==> src/rtl/uart_pkg.sv <==
// ============================================================================
// Module      : uart_pkg
// Description : Shared constants and FSM state type for the UART transmit path.
// Revision    : 1.0 - initial release
// ============================================================================
`default_nettype none

package uart_pkg;

  localparam int SAMPLES_PER_BIT = 16;
  localparam int SAMPLE_W        = $clog2(SAMPLES_PER_BIT);

  localparam int PAR_NONE = 0;
  localparam int PAR_EVEN = 1;
  localparam int PAR_ODD  = 2;

  typedef enum logic [2:0] {
    ST_IDLE   = 3'd0,
    ST_START  = 3'd1,
    ST_DATA   = 3'd2,
    ST_PARITY = 3'd3,
    ST_STOP   = 3'd4
  } tx_state_e;

  // Turns the running XOR of the data bits into the bit actually sent.
  function automatic logic parity_bit(input logic acc, input int mode);
    return (mode == PAR_ODD) ? ~acc : acc;
  endfunction

endpackage

`default_nettype wire

==> src/rtl/tx_bit_timer.sv <==
// ============================================================================
// Module      : tx_bit_timer
// Description : Free-running 16-sample slot timer; held at zero while disabled.
// Revision    : 1.0 - initial release
// ============================================================================
`default_nettype none

module tx_bit_timer
  import uart_pkg::*;
(
  input  logic                clk,
  input  logic                rst,
  input  logic                enable,
  output logic [SAMPLE_W-1:0] count,
  output logic                lastSample
);

  logic [SAMPLE_W-1:0] count_q;
  logic [SAMPLE_W-1:0] count_d;

  // Wraps 15 -> 0 naturally, so every slot after the first also starts at zero.
  always_comb begin
    count_d = count_q + SAMPLE_W'(1);
    if (!enable) begin
      count_d = '0;
    end
  end

  always_ff @(posedge clk) begin
    if (rst) begin
      count_q <= '0;
    end else begin
      count_q <= count_d;
    end
  end

  assign count      = count_q;
  assign lastSample = (count_q == SAMPLE_W'(SAMPLES_PER_BIT - 1));

endmodule

`default_nettype wire

==> src/rtl/uart_tx_framer.sv <==
// ============================================================================
// Module      : uart_tx_framer
// Description : UART frame serialiser (start, LSB-first data, parity, stop).
// Revision    : 1.0 - initial release
// ============================================================================
`default_nettype none

module uart_tx_framer
  import uart_pkg::*;
#(
  parameter int DATA_BITS = 8,
  parameter int PARITY    = 0,
  parameter int STOP_BITS = 1
) (
  input  logic                 clk,
  input  logic                 rst,
  input  logic [DATA_BITS-1:0] txData,
  input  logic                 load,
  output logic                 ready,
  output logic                 txOut,
  output logic                 done
);

  localparam int IDX_W = 3;
  localparam logic [IDX_W-1:0] LAST_DATA = IDX_W'(DATA_BITS - 1);
  localparam logic [IDX_W-1:0] LAST_STOP = IDX_W'(STOP_BITS - 1);

  tx_state_e            state_q, state_d;
  logic [DATA_BITS-1:0] shift_q, shift_d;
  logic [IDX_W-1:0]     bit_idx_q, bit_idx_d;
  logic                 parity_q, parity_d;
  logic                 tx_q, tx_d;
  logic                 done_q, done_d;

  logic                 timer_en;
  logic [SAMPLE_W-1:0]  sample_cnt;
  logic                 slot_end;
  logic                 unused_sample_cnt;

  assign timer_en          = (state_q != ST_IDLE);
  assign unused_sample_cnt = ^sample_cnt;

  tx_bit_timer u_timer (
    .clk        (clk),
    .rst        (rst),
    .enable     (timer_en),
    .count      (sample_cnt),
    .lastSample (slot_end)
  );

  always_comb begin
    state_d   = state_q;
    shift_d   = shift_q;
    bit_idx_d = bit_idx_q;
    parity_d  = parity_q;
    done_d    = 1'b0;

    case (state_q)
      ST_IDLE: begin
        if (load) begin
          state_d   = ST_START;
          shift_d   = txData;
          bit_idx_d = '0;
          parity_d  = 1'b0;
        end
      end
      ST_START: begin
        if (slot_end) state_d = ST_DATA;
      end
      ST_DATA: begin
        if (slot_end) begin
          parity_d = parity_q ^ shift_q[0];
          shift_d  = shift_q >> 1;
          if (bit_idx_q == LAST_DATA) begin
            bit_idx_d = '0;
            state_d   = (PARITY != PAR_NONE) ? ST_PARITY : ST_STOP;
          end else begin
            bit_idx_d = bit_idx_q + IDX_W'(1);
          end
        end
      end
      ST_PARITY: begin
        if (slot_end) state_d = ST_STOP;
      end
      ST_STOP: begin
        if (slot_end) begin
          if (bit_idx_q == LAST_STOP) begin
            bit_idx_d = '0;
            state_d   = ST_IDLE;
            done_d    = 1'b1;
          end else begin
            bit_idx_d = bit_idx_q + IDX_W'(1);
          end
        end
      end
      default: state_d = ST_IDLE;
    endcase

    // The line is registered from the next state so it changes with the slot.
    case (state_d)
      ST_START:  tx_d = 1'b0;
      ST_DATA:   tx_d = shift_d[0];
      ST_PARITY: tx_d = parity_bit(parity_d, PARITY);
      default:   tx_d = 1'b1;
    endcase
  end

  always_ff @(posedge clk) begin
    if (rst) begin
      state_q   <= ST_IDLE;
      shift_q   <= '0;
      bit_idx_q <= '0;
      parity_q  <= 1'b0;
      tx_q      <= 1'b1;
      done_q    <= 1'b0;
    end else begin
      state_q   <= state_d;
      shift_q   <= shift_d;
      bit_idx_q <= bit_idx_d;
      parity_q  <= parity_d;
      tx_q      <= tx_d;
      done_q    <= done_d;
    end
  end

  assign ready = (state_q == ST_IDLE);
  assign txOut = tx_q;
  assign done  = done_q;

endmodule

`default_nettype wire

==> config.mk <==
export PLATFORM = sky130hd
export DESIGN_NAME = uart_tx_framer
export DESIGN_NICKNAME = d
export VERILOG_FILES = /design/src/rtl/uart_pkg.sv /design/src/rtl/tx_bit_timer.sv /design/src/rtl/uart_tx_framer.sv
export SDC_FILE = /design/constraint.sdc
export NUM_CORES = 1
export LEC_CHECK = 0
export CORE_MARGIN = 5
export CORE_UTILIZATION = 52
export DETAILED_ROUTE_END_ITERATION = 8
export GPL_TIMING_DRIVEN = 0
export HOLD_SLACK_MARGIN = 0.12
export MAX_ROUTING_LAYER = met4
export PLACE_DENSITY = 0.83
export SLEW_MARGIN = 40
export SYNTH_ARGS = -nofsm -noshare
export SYNTH_HDL_FRONTEND = slang
export SYNTH_SLANG_ARGS = --single-unit
==> constraint.sdc <==
create_clock -name clk -period 2.24 [get_ports clk]
set_clock_uncertainty 0.1 [all_clocks]
set_input_delay 0.224 -clock clk [delete_from_list [all_inputs] [get_ports clk]]
set_output_delay 0.224 -clock clk [all_outputs]
set_load 0.005 [all_outputs]
; Word level (Yosys, flattened, before mapping)
; Index checks and enable logic that the tools add are counted.
[op_classes]
addsub = 2
eq_ne = 12
mux = 22
bitwise_logic = 4
n_reduce_logical = 9
[op_table]
columns = operator, n
row1 = $mux W3, 12
row2 = $mux W8, 2
row3 = $pmux W8 S2, 1
row4 = $pmux W3 S5, 1
row5 = $eq A3 B2 Y1 const B, 4
row6 = $pmux W3 S3, 1
row7 = $eq A3 B1 Y1 const B, 2
row8 = $eq A3 B3 Y1 const B, 2
row9 = $logic_not A3 Y1, 2
row10 = $ne A2 B2 Y1 const B, 3
row11 = $reduce_bool A3 Y1, 2
row12 = $add A4 B1 Y4 const B, 1
row13 = $eq A4 B4 Y1 const B, 1
row14 = $reduce_and A4 Y1, 1
row15 = $add A3 B1 Y3 const B, 1
row16 = $mux W1, 3
row17 = $not A1 Y1, 3
row18 = $pmux W1 S3, 1
row19 = $reduce_and A3 Y1, 1
row20 = $reduce_or A3 Y1, 1
row21 = $pmux W1 S2, 1
row22 = $reduce_bool A2 Y1, 1
row23 = $reduce_or A2 Y1, 1
row24 = $xor A1 B1 Y1, 1
[totals]
regBits = 21
out_inout_bits = 3

; Logic depth before layout (Yosys ltp)
[logic_depth]
word_depth = 6
depth_mapped = 6
depth_no_buf = 6

; Cells and area by module
; From an unflattened synthesis, not the netlist that was laid out.
[hier_totals]
hier_cells = 112
area_unflattened_um2 = 1039.7
[by_module_without_submodules]
columns = mod, n_inst, cells_per_inst, area_each_um2
row1 = uart_tx_framer, 1, 96, 877.1
row2 = tx_bit_timer, 1, 16, 162.7

; Worst setup path after synthesis
; OpenSTA, ideal clock, no wires.
[synth_timing]
path_type = flip-flop to flip-flop
start = register u_timer.count_q[0], in the netlist u_timer.count[0]
end = register tx_q, in the netlist txOut
setup_ns = 0.078
t_arrival_ns = 1.382
slack_ns = 0.680
path_stages_with_launch = 7
path_buffers = 1
period_less_slack_ns = 1.560
cell_sequence = dfxtp_1 > ha_1 > and3_1 > clkbuf_1 > a311oi_1 > o21ai_0 > a32oi_1
[synth_via]
elab_chain_len = 5
[synth_lines]
columns = element, line
row1 = from (decl), tx_bit_timer.sv:18  ; logic [SAMPLE_W-1:0] count_q;
row2 = from (signal assigned), tx_bit_timer.sv:33  ; count_q <= count_d;
row3 = $eq A4 B4 Y1 *, tx_bit_timer.sv:38  ; assign lastSample = (count_q == SAMPLE_W'(SAMPLES_PER_BIT - 1));
row4 = $mux W3 (on tied branches), --
row5 = $pmux W3 S5, uart_tx_framer.sv:58  ; case (state_q)
row6 = $eq A3 B2 Y1 / $eq A3 B1 Y1 (equally long branches), uart_tx_framer.sv:100  ; case (state_d)
row7 = $pmux W1 S3 *, uart_tx_framer.sv:100
row8 = to (signal assigned), uart_tx_framer.sv:121  ; tx_q <= tx_d;
row9 = to (decl), uart_tx_framer.sv:32  ; logic tx_q, tx_d;
; Mark *: on every way between the ends. The rest lies on a longest branch, timed or not. The select of a mux whose other input is x is not followed.
; A chain may end at the register's enable or synchronous reset.

; Final worst setup path
[layout_timing]
start = register state_q[0]
end = output port ready
[layout_via]
elab_chain_len = 1
[layout_lines]
columns = element, line
row1 = from (decl), uart_tx_framer.sv:28  ; tx_state_e state_q, state_d;
row2 = from (signal assigned), uart_tx_framer.sv:117  ; state_q <= state_d;
row3 = $logic_not A3 Y1, uart_tx_framer.sv:126  ; assign ready = (state_q == ST_IDLE);
row4 = to (decl), uart_tx_framer.sv:19  ; output logic ready,
; Every way passes these cells.

==> report_table.html <==
<table>
<tr><th>Metric</th><th>Value</th></tr>
<tr><th colspan="2">Outcome</th></tr>
<tr><td>Run status</td><td>finished clean</td></tr>
<tr><th colspan="2">Logic synthesis</th></tr>
<tr><td>Synthesis Warnings</td><td>0</td></tr>
<tr><td>Area of the mapped netlist</td><td>1000 um^2</td></tr>
<tr><td>Count of cell types in the netlist</td><td>37</td></tr>
<tr><td>Total of flip-flops plus latches after synthesis</td><td>21</td></tr>
<tr><td>Post-synthesis instance total</td><td>109</td></tr>
<tr><td>Synthesized net count</td><td>124</td></tr>
<tr><td>Mean instance size in the synthesized netlist</td><td>9.21 um^2</td></tr>
<tr><td>Sequential element share of the synthesized area</td><td>41.9%</td></tr>
<tr><th colspan="2">Layout</th></tr>
<tr><td>Core utilization of the finished layout</td><td>66.3%</td></tr>
<tr><td>Multi-input combinational cell area</td><td>541 um^2</td></tr>
<tr><td>Number of antenna diodes</td><td>0</td></tr>
<tr><td>Share of post-route cells with drive strength above 1</td><td>15.2%</td></tr>
<tr><td>Count of non-filler cells in the finished layout</td><td>150</td></tr>
<tr><td>Number of nets in the layout</td><td>141</td></tr>
<tr><td>Footprint of the flip-flops and latches</td><td>420 um^2</td></tr>
<tr><td>Layout overhead on the synthesized area</td><td>17.8%</td></tr>
<tr><td>Filler Cells Inserted</td><td>154</td></tr>
<tr><th colspan="2">Placement</th></tr>
<tr><td>Detailed placement HPWL</td><td>1560 um</td></tr>
<tr><td>I/O Buffers</td><td>12</td></tr>
<tr><td>Number of placed instances, taps included</td><td>146</td></tr>
<tr><td>GP Congestion</td><td>0.823</td></tr>
<tr><th colspan="2">Drt</th></tr>
<tr><td>Detailed-route DRC error count</td><td>0</td></tr>
<tr><td>Metal-1 WL</td><td>883 um</td></tr>
<tr><td>Met3 routed wirelength</td><td>112 um</td></tr>
<tr><td>Routed len/inst</td><td>13.7 um</td></tr>
<tr><td>Via Count</td><td>849</td></tr>
<tr><td>Wire length on met2</td><td>1030 um</td></tr>
<tr><td>Count of routing violations after the opening detailed-route iteration</td><td>36</td></tr>
<tr><td>Vias per Instance</td><td>5.66</td></tr>
<tr><td>WL final</td><td>2060 um</td></tr>
<tr><td>Antenna viol nets, final</td><td>0</td></tr>
<tr><td>Initial DRT Pass Iterations</td><td>4</td></tr>
<tr><td>Top sig layer</td><td>met4</td></tr>
<tr><th colspan="2">Power and ir drop</th></tr>
<tr><td>Internal cell power</td><td>0.000493 W</td></tr>
<tr><td>Clock share of power</td><td>27.7%</td></tr>
<tr><td>Register share of total power</td><td>60.5%</td></tr>
<tr><td>Cell area power density</td><td>550 nW/um^2</td></tr>
<tr><td>Switching pwr</td><td>0.000158 W</td></tr>
<tr><td>Combinational cell fraction of total power</td><td>11.8%</td></tr>
<tr><td>Maximum VDD drop</td><td>0.000378 V</td></tr>
<tr><td>Proportion of total power due to net switching</td><td>24.3%</td></tr>
<tr><td>Leakage</td><td>0.405 nW</td></tr>
<tr><th colspan="2">Critical path</th></tr>
<tr><td>CP bufs+invs</td><td>2</td></tr>
<tr><td>Kind of cell adding the most delay to the critical path</td><td>buffers and inverters</td></tr>
<tr><td>Category of the worst setup path launch point</td><td>flip-flop</td></tr>
<tr><td>Critical path, cell by cell</td><td>buf_2 -&gt; nor3_1 -&gt; clkdlybuf4s50_1</td></tr>
<tr><td>Register-to-register setup slack</td><td>0.49 ns</td></tr>
<tr><td>Crit. End Element</td><td>output port</td></tr>
<tr><td>Largest stage delay on the critical path</td><td>0.56 ns</td></tr>
<tr><td>Critical Path AT</td><td>1.59 ns</td></tr>
<tr><td>Crit path max fanout</td><td>9</td></tr>
<tr><td>Critical Path RT</td><td>1.92 ns</td></tr>
<tr><td>Worst setup path category</td><td>reg2out</td></tr>
<tr><td>CP max stage cell</td><td>sky130_fd_sc_hd__clkdlybuf4s50_1</td></tr>
<tr><th colspan="2">Die</th></tr>
<tr><td>Die extent in x</td><td>53.9 um</td></tr>
<tr><td>Overall die area</td><td>2910 um^2</td></tr>
<tr><td>Die outline height</td><td>53.9 um</td></tr>
<tr><td>Area of the core region</td><td>1780 um^2</td></tr>
<tr><td>Standard-cell rows</td><td>15</td></tr>
<tr><td>Initial standard-cell utilization of the core</td><td>56.3%</td></tr>
<tr><td>Boundary pin count</td><td>14</td></tr>
<tr><th colspan="2">Timing</th></tr>
<tr><td>Setup tns final</td><td>0 ns</td></tr>
<tr><td>Transition time of the tightest slew-check pin</td><td>0.599 ns</td></tr>
<tr><td>Unrepaired setup endpoints after global routing</td><td>no</td></tr>
<tr><td>Relative slew slack</td><td>60.0%</td></tr>
<tr><td>Count of pins over their slew limit</td><td>0</td></tr>
<tr><td>Final Cycle Share</td><td>85.5%</td></tr>
<tr><td>Maximum clock rate</td><td>522 MHz</td></tr>
<tr><td>Finish-stage setup viols</td><td>0</td></tr>
<tr><td>Final period demand of the worst path</td><td>1.92 ns</td></tr>
<tr><td>Fin. Hold Viols</td><td>0</td></tr>
<tr><th colspan="2">Global route</th></tr>
<tr><td>Vias in the first global route</td><td>816</td></tr>
<tr><td>GRT Total Usage</td><td>17.0%</td></tr>
<tr><td>Number of antenna violations at the first check in global routing</td><td>0</td></tr>
<tr><td>Total gr overflow</td><td>0</td></tr>
<tr><td>Pin count of the biggest net entering global routing</td><td>13</td></tr>
<tr><td>Global-route wire length before repair</td><td>3430 um</td></tr>
<tr><th colspan="2">CTS</th></tr>
<tr><td>Clock slew at the register clock pins of the worst setup and hold paths</td><td>0.12 ns</td></tr>
<tr><td>Clock net sink count</td><td>21</td></tr>
<tr><td>Number of setup buffers added after CTS</td><td>0</td></tr>
<tr><td>Skew-Pair Late Insertion Delay</td><td>0.30 ns</td></tr>
<tr><td>CTS H-tree depth</td><td>1</td></tr>
<tr><td>Bufs on Longest Clock Path</td><td>2</td></tr>
<tr><td>CTS tree</td><td>done</td></tr>
<tr><td>Post-cts repair resize count</td><td>0</td></tr>
<tr><td>Number of buffers created by CTS</td><td>3</td></tr>
<tr><td>Hold-fix buffer count after cts</td><td>0</td></tr>
<tr><td>Cell chosen for the clock root</td><td>sky130_fd_sc_hd__clkbuf_4</td></tr>
<tr><th colspan="2">Flow run</th></tr>
<tr><td>Maxcap violations</td><td>0</td></tr>
<tr><th colspan="2">Hold path</th></tr>
<tr><td>Worst hold path type</td><td>in2reg</td></tr>
</table>
-- kinds of logic after synthesis --
kind of cell / share of synthesized area, %
adder cells (fa/ha/maj): 4.99
AND/OR/NAND/NOR: 22.9
AO/OA/AOI/OAI: 24.2
buffers and inverters: 4.24
flip-flops: 41.9
XOR/XNOR: 1.75
-- registers in the layout, indices dropped and copies added (netlist names) --
signal	flops
shift_q	8
u_timer.count	4
bit_idx_q	3
state_q	3
done	1
parity_q	1
txOut	1
-- final cells by class --
type	count	area share [%]
buffer	5	2.33
clock buffer	3	1.90
clock inverter	1	0.423
inverter	4	1.27
multi-input combinational	79	45.7
sequential	21	35.6
tap	25	2.65
timing repair buffer	12	10.2
-- metal layers --
metal | track usage [%] | up-vias
met3 | 3.60 | 4
met1 | 19.7 | 392
li1 | - | 429
met4 | 7.23 | 0
met5 | - | -
met2 | 28.2 | 24
-- synth_stat cells, drive strengths merged --
cell type / instances / share of area [%]
ha: 4 / 5.0
a21oi: 15 / 9.0
a22oi: 6 / 4.5
nand2b: 1 / 0.62
a32oi: 1 / 0.87
nor4b: 1 / 1.5
nor3b: 3 / 2.7
xor2: 1 / 0.87
o21ba: 1 / 1.0
xnor2: 1 / 0.87
a311oi: 1 / 0.87
and3: 1 / 0.62
nand3b: 2 / 1.5
and2b: 1 / 0.87
clkbuf: 2 / 0.75
o221ai: 1 / 1.5
o21ai: 3 / 1.5
nor3: 2 / 1.0
nor2b: 2 / 1.2
nor2: 7 / 2.9
a32o: 2 / 2.0
nand2: 10 / 3.7
buf: 3 / 2.0
or2: 1 / 0.62
nand3: 5 / 2.5
o2111ai: 1 / 0.87
o211ai: 2 / 1.5
inv: 4 / 1.5
and4: 1 / 0.87
or3b: 2 / 2.2
o22ai: 1 / 0.62
dfxtp: 21 / 42
-- final timing paths --
check | endpoint | startpoint | cells past startpoint
max | ready | state_q[0] | 3
min | shift_q[4] | rst | 2
max reg2reg | txOut | u_timer.count[0] | 6
min reg2reg | u_timer.count[0] | u_timer.count[0] | 1
-- cell usage in the layout (no fill, tap or decap), types with 3 or more instances in the layout --
master                            count
sky130_fd_sc_hd__a21oi_1             11
sky130_fd_sc_hd__inv_1                4
sky130_fd_sc_hd__clkdlybuf4s50_1     12
sky130_fd_sc_hd__dfxtp_1             21
sky130_fd_sc_hd__a21oi_2              4
sky130_fd_sc_hd__o21ai_0              3
sky130_fd_sc_hd__clkbuf_4             3
sky130_fd_sc_hd__nand3_1              5
sky130_fd_sc_hd__nand2_1             10
sky130_fd_sc_hd__ha_1                 4
sky130_fd_sc_hd__a22oi_1              6
sky130_fd_sc_hd__nor2_1               6
-- worst reg2reg max path, cell delays in order, from the launching register on --
cell and delay (ns):
sky130_fd_sc_hd__dfxtp_1 0.34, sky130_fd_sc_hd__ha_1 0.24, sky130_fd_sc_hd__and3_1 0.16, sky130_fd_sc_hd__clkbuf_1 0.18
sky130_fd_sc_hd__a311oi_1 0.37, sky130_fd_sc_hd__o21ai_0 0.15, sky130_fd_sc_hd__a32oi_1 0.16
-- per-stage QoR --
stage / hold slack, ns / instance area (um^2) / total power [W] / setup WS, ns
after floorplan: 0.260 / 1000 / 0.000445 / 0.680
after global placement: 0.328 / 1150 / 0.000476 / 0.326
after detailed placement: 0.338 / 1150 / 0.000479 / 0.340
after CTS: 0.205 / 1180 / 0.000658 / 0.301
after global routing: 0.234 / 1180 / 0.000681 / 0.212
final: 0.210 / 1180 / 0.000651 / 0.324
-- power groups by stage --
stage | logic, W | clock network, W | registers, W
after floorplan | 0.0000446 | 0 | 0.000401
after global placement | 0.0000752 | 0 | 0.000401
after detailed placement | 0.0000769 | 0 | 0.000402
after CTS | 0.0000770 | 0.000187 | 0.000394
after global routing | 0.0000853 | 0.000201 | 0.000395
final | 0.0000766 | 0.000181 | 0.000394
(Power assumes the default switching activity.)
